[config.mk]
export PLATFORM = sky130hd
export DESIGN_NAME = branch_predictor
export DESIGN_NICKNAME = d
export VERILOG_FILES = /design/src/rtl/branch_predictor.sv
export SDC_FILE = /design/constraint.sdc
export NUM_CORES = 2
export LEC_CHECK = 0
export ABC_AREA = 1
export BUFFER_PORTS_ARGS = -buffer_cell sky130_fd_sc_hd__buf_4
export CAP_MARGIN = 20
export CORE_ASPECT_RATIO = 0.5
export CORE_MARGIN = 2
export CORE_UTILIZATION = 45
export DETAILED_ROUTE_END_ITERATION = 8
export SLEW_MARGIN = 30
export SYNTH_ARGS = -nofsm -noshare
export SYNTH_HDL_FRONTEND = slang
export SYNTH_SLANG_ARGS = --single-unit
[constraint.sdc]
create_clock -name clk -period 4.15 [get_ports clk]
set_input_delay 0.2075 -clock clk [delete_from_list [all_inputs] [get_ports clk]]
set_output_delay 0.2075 -clock clk [all_outputs]
set_load 0.03 [all_outputs]
[src/rtl/branch_predictor.sv]
// Fetch-stage BTB plus 2-bit PHT with a combinational next-PC lookup and EX-stage training.
// Defining BP_GSHARE_EN adds a global history register that is XORed into the PHT index.
module branch_predictor #(
    parameter int IDX_W = 5,
    parameter int TAG_W = 25
) (
    input  logic        clk,
    input  logic        reset,
    input  logic [31:0] if_pc,
    output logic        pred_taken,
    output logic [31:0] pred_target,
    output logic [31:0] pred_next_pc,
    input  logic        upd_valid,
    input  logic [31:0] upd_pc,
    input  logic        upd_is_branch,
    input  logic        upd_taken,
    input  logic [31:0] upd_target
);

    localparam int unsigned DEPTH = 1 << IDX_W;

    logic [DEPTH-1:0]             btb_valid;
    logic [DEPTH-1:0]             btb_jump;
    logic [DEPTH-1:0][TAG_W-1:0]  btb_tag;
    logic [DEPTH-1:0][31:0]       btb_target;
    logic [DEPTH-1:0][1:0]        pht;

    logic [IDX_W-1:0] look_idx;
    logic [IDX_W-1:0] look_pidx;
    logic [IDX_W-1:0] train_idx;
    logic [IDX_W-1:0] train_pidx;
    logic [TAG_W-1:0] look_tag;
    logic [TAG_W-1:0] train_tag;
    logic             hit;
    logic [1:0]       train_ctr;

`ifdef BP_GSHARE_EN
    logic [IDX_W-1:0] ghr;
`endif

    always_comb begin
        look_idx  = if_pc[IDX_W+1:2];
        train_idx = upd_pc[IDX_W+1:2];
        look_tag  = if_pc[31:IDX_W+2];
        train_tag = upd_pc[31:IDX_W+2];
`ifdef BP_GSHARE_EN
        look_pidx  = look_idx ^ ghr;
        train_pidx = train_idx ^ ghr;
`else
        look_pidx  = look_idx;
        train_pidx = train_idx;
`endif
        train_ctr    = pht[train_pidx];
        hit          = btb_valid[look_idx] && (btb_tag[look_idx] == look_tag);
        pred_taken   = hit && (btb_jump[look_idx] || pht[look_pidx][1]);
        pred_target  = pred_taken ? btb_target[look_idx] : '0;
        pred_next_pc = pred_taken ? btb_target[look_idx] : if_pc + 32'd4;
    end

    always_ff @(posedge clk) begin
        if (reset) begin
            btb_valid  <= '0;
            btb_jump   <= '0;
            btb_tag    <= '0;
            btb_target <= '0;
            pht        <= {DEPTH{2'b01}};
`ifdef BP_GSHARE_EN
            ghr        <= '0;
`endif
        end else if (upd_valid) begin
            // Only taken outcomes allocate; a not-taken branch leaves its BTB entry intact.
            if (upd_taken) begin
                btb_valid[train_idx]  <= 1'b1;
                btb_tag[train_idx]    <= train_tag;
                btb_target[train_idx] <= upd_target;
                btb_jump[train_idx]   <= !upd_is_branch;
            end
            if (upd_is_branch) begin
                if (upd_taken && train_ctr != 2'b11) begin
                    pht[train_pidx] <= train_ctr + 2'd1;
                end else if (!upd_taken && train_ctr != 2'b00) begin
                    pht[train_pidx] <= train_ctr - 2'd1;
                end
`ifdef BP_GSHARE_EN
                ghr <= {ghr[IDX_W-2:0], upd_taken};
`endif
            end
        end
    end

endmodule

==> impl_metrics.yaml <==
run_status:
  status: "complete, no violations"
worst_setup_path:
  rr_startpoint: "pht[53]$_SDFFE_PP0P_"
  path_common_cell: "nand2_1"
  cpPeakStageDelay_ns: 0.35
  crit_chain: "inv_1 > nand2_1 > nand3_1 > nand2_1 > nand2_1 > nand2_1 > inv_1 > nand2_1 > nand2_1 > nand2_1 > nand2_1 > nand2_1 > nand2_1 > nor2_1 > nand2_1 > nor2_4 > buf_4 > nand3_1 > nand2_1 > buf_4"
  r2r_end: "pht[35]$_SDFFE_PP0P_"
  critPathKind: "flip-flop to output port"
  cp_max_fo: 30
  required_ns: 3.94
  slowest_stage: "buf_4"
  r2r_cells: 14
  critPathCaptureType: "output port"
  start_kind: "flip-flop"
  rrSetupSlack_ns: 0.95
  worstPathArrival_ns: 3.74
cells_and_area:
  stdcell_count: 14900
  final_util: 0.503
  drive_gt1_frac: 0.0663
  stdcell_area_um2: 97000
  nFillCells: 19200
  final_nets: 12300
  syn2layout_area_growth_pct: 11.5
clock_tree:
  path_clk_slew_ns: 0.07
  clock_latency_ns: 0.85
  clockBufferDepth: 4
  ctsRootBufferMaster: "clkbuf_16"
  cts_tree: "done"
  clock_sinks: 1952
  cts_setup_buffers: 0
  cts_resized: 0
  numCtsBuffers: 188
  htreeDepth: 4
timing:
  fin_crit_sh: 0.951
  setup_viol: 0
  fmax_ghz: 0.253
  drv_slew: 0
  timing.setup.tns_ns: 0
  skew_ns: 0.0166
  hold_violations: 0
  grt_setup_unrepaired: "no"
  setup_ws_ns: 0.204
  finalCriticalPeriod_ns: 3.95
  relSlewSlack: 0.218
  tightest_slew_ns: 1.16
  whs_ns: 0.0675
power:
  p_leak_nw: 38.4
  power_mw: 40.5
  power.density_nw_per_um2: 418
  irDropWorstVdd_v: 0.000318
hold_path:
  min_from: "upd_taken"
  hold_path_depth: 5
  worstHoldEndpoint: "btb_jump[29]$_SDFFE_PP0P_"
  worstHoldPathType: "input port to flip-flop"
place:
  io_buffers: 163
  pre_cts_ws_ns: 0.454
  place_inst: 14500
  placed_cell_area_um2: 90100
  gp_congestion: 0.901
  place_hpwl_um: 199000
synth:
  postSynthCellCount: 12700
  synth.top_cells.by_area: "dfxtp_1 (45%), o21ai_0 (13%), nor2_1 (10%)"
  synthArstFlopShare: 0
  yosys-top-cells-count: "nor2_1 (2415), o21ai_0 (2203), dfxtp_1 (1952), nand2_1 (1456), a21oi_1 (1348)"
  ys_ff_latch: 1952
  netlist_area_um2: 87000
  yosysTopAreaCellShare: 0.449
  yosysSeqAreaShare: 0.449
  syn_area_per_cell_um2: 6.87
  synth_edf_count: 0
  ys_types: 44
  synth_fp_nets: 12800
  synthFlopType: "dfxtp_1"
  yosysWarnings: 0
  yosys.area.top_type: "dfxtp_1"
  synth.most_common_cell: "nor2_1"
floorplan:
  initial_core_util: 0.452
  core_area_um2: 193000
  die_width_um: 626
  ioPinCount: 166
  die-area_um2: 197000
  dieHeight_um: 315
  num_rows: 114
routing:
  drt_pass1_iterations: 9
  drt-initial-drc-count: 12700
  routedWlPerCell_um: 25.1
  ant_nets: 0
  drc_errors: 0
  via_per_inst: 5.89
  num_vias: 88000
  drt-total-wl_um: 375000
global_route:
  grt-ovfl-total: 0
  first_global_vias: 78200
  antenna_found_initial: 40
  grt_start_max_net_pins: 136
  grt_use_total: 0.366
  grt_pass1_wl_um: 540000
job:
  cap_violations: 0
## sequential cells by signal, indices dropped and copies added, names as in the netlist, named ones only
name / cells
btb_jump: 32
btb_tag: 800
btb_target: 1024
btb_valid: 32
pht: 32
## critical path, delay by kind of cell (launching register included)
family,cells,cell delay (ns)
buf+inv,4,0.62
flops,1,0.31
simple gates,16,1.90
## where the power goes
part	internal (mW)	switching [mW]
Clock	10.1	7.93
Combinational	0.883	2.73
Sequential	18.9	0.0482
Total	29.8	10.7
## logic make-up (layout without fill, tap and decap cells)
group / count (synthesis) / count (layout) / share of synthesized area
xor+xnor: 27 / 27 / 0.00272
fa+ha+maj: 3 / 3 / 0.000431
flops: 1952 / 1952 / 0.449
compound gates: 3956 / 3956 / 0.240
simple gates: 4606 / 4606 / 0.211
buf+inv: 2127 / 1765 / 0.0966
other cells: 0 / 27 / 0
## what timing repair did
action,in CTS,in global routing
endpoints found under the hold margin,1850,0
hold buffers,59,0
endpoints found under the setup margin,0,0
## cells in the final DEF (no fill, tap or decap), drive strengths merged
cell,netlist,routed
xnor2,1,1
a31oi,3,3
nand3,615,615
clkinv,6,45
clkbuf,875,275
nand2,1460,1460
diode,0,27
buf,298,416
bufinv,0,11
a221oi,49,49
nor3,52,52
nor4,9,9
xor2,26,26
o21a,1,1
o2111ai,31,31
clkinvlp,0,6
ha,3,3
a211oi,4,4
nor2,2424,2424
nand3b,6,6
a21oi,1348,1348
o22ai,38,38
o21bai,2,2
inv,948,953
o21ai,2243,2243
nand4,38,38
or2,1,1
o211ai,53,53
o221ai,102,102
a22oi,77,77
nand2b,1,1
o31ai,5,5
dlygate4sd3,0,59
dfxtp,1952,1952
## final cells by class
type,count,area (µm²),share of cell area
antenna,27,67.6,0.000696
clock buffer,275,5610,0.0578
clock inverter,61,618,0.00637
inverter,954,3690,0.0380
multi-input combinational,8592,39900,0.411
sequential,1952,39100,0.403
tap,2610,3270,0.0337
timing repair buffer,475,4800,0.0495
## metal layers
layer  global-route usage  vias up  wire length [µm]
met1                0.500    41200            151000
li1                     -    40500                 -
met2                0.548     5252            157000
met3               0.0799     1038             46600
met4                0.177       12             20300
met5                    0        -                87
## worst max path at each step
stage                                    from                to  slack (ns)  depth (start not counted)
floorplan                           upd_pc[2]         flip-flop        1.12                         18
global placement                     if_pc[2]  pred_next_pc[24]        0.44                         18
detailed placement                   if_pc[2]  pred_next_pc[22]        0.45                         18
CTS                 btb_tag[787]$_SDFFE_PP0P_  pred_next_pc[22]        0.28                         20
global route        btb_tag[787]$_SDFFE_PP0P_  pred_next_pc[10]        0.08                         20
finish              btb_tag[787]$_SDFFE_PP0P_  pred_next_pc[30]        0.20                         20
(Power assumes the default switching activity.)
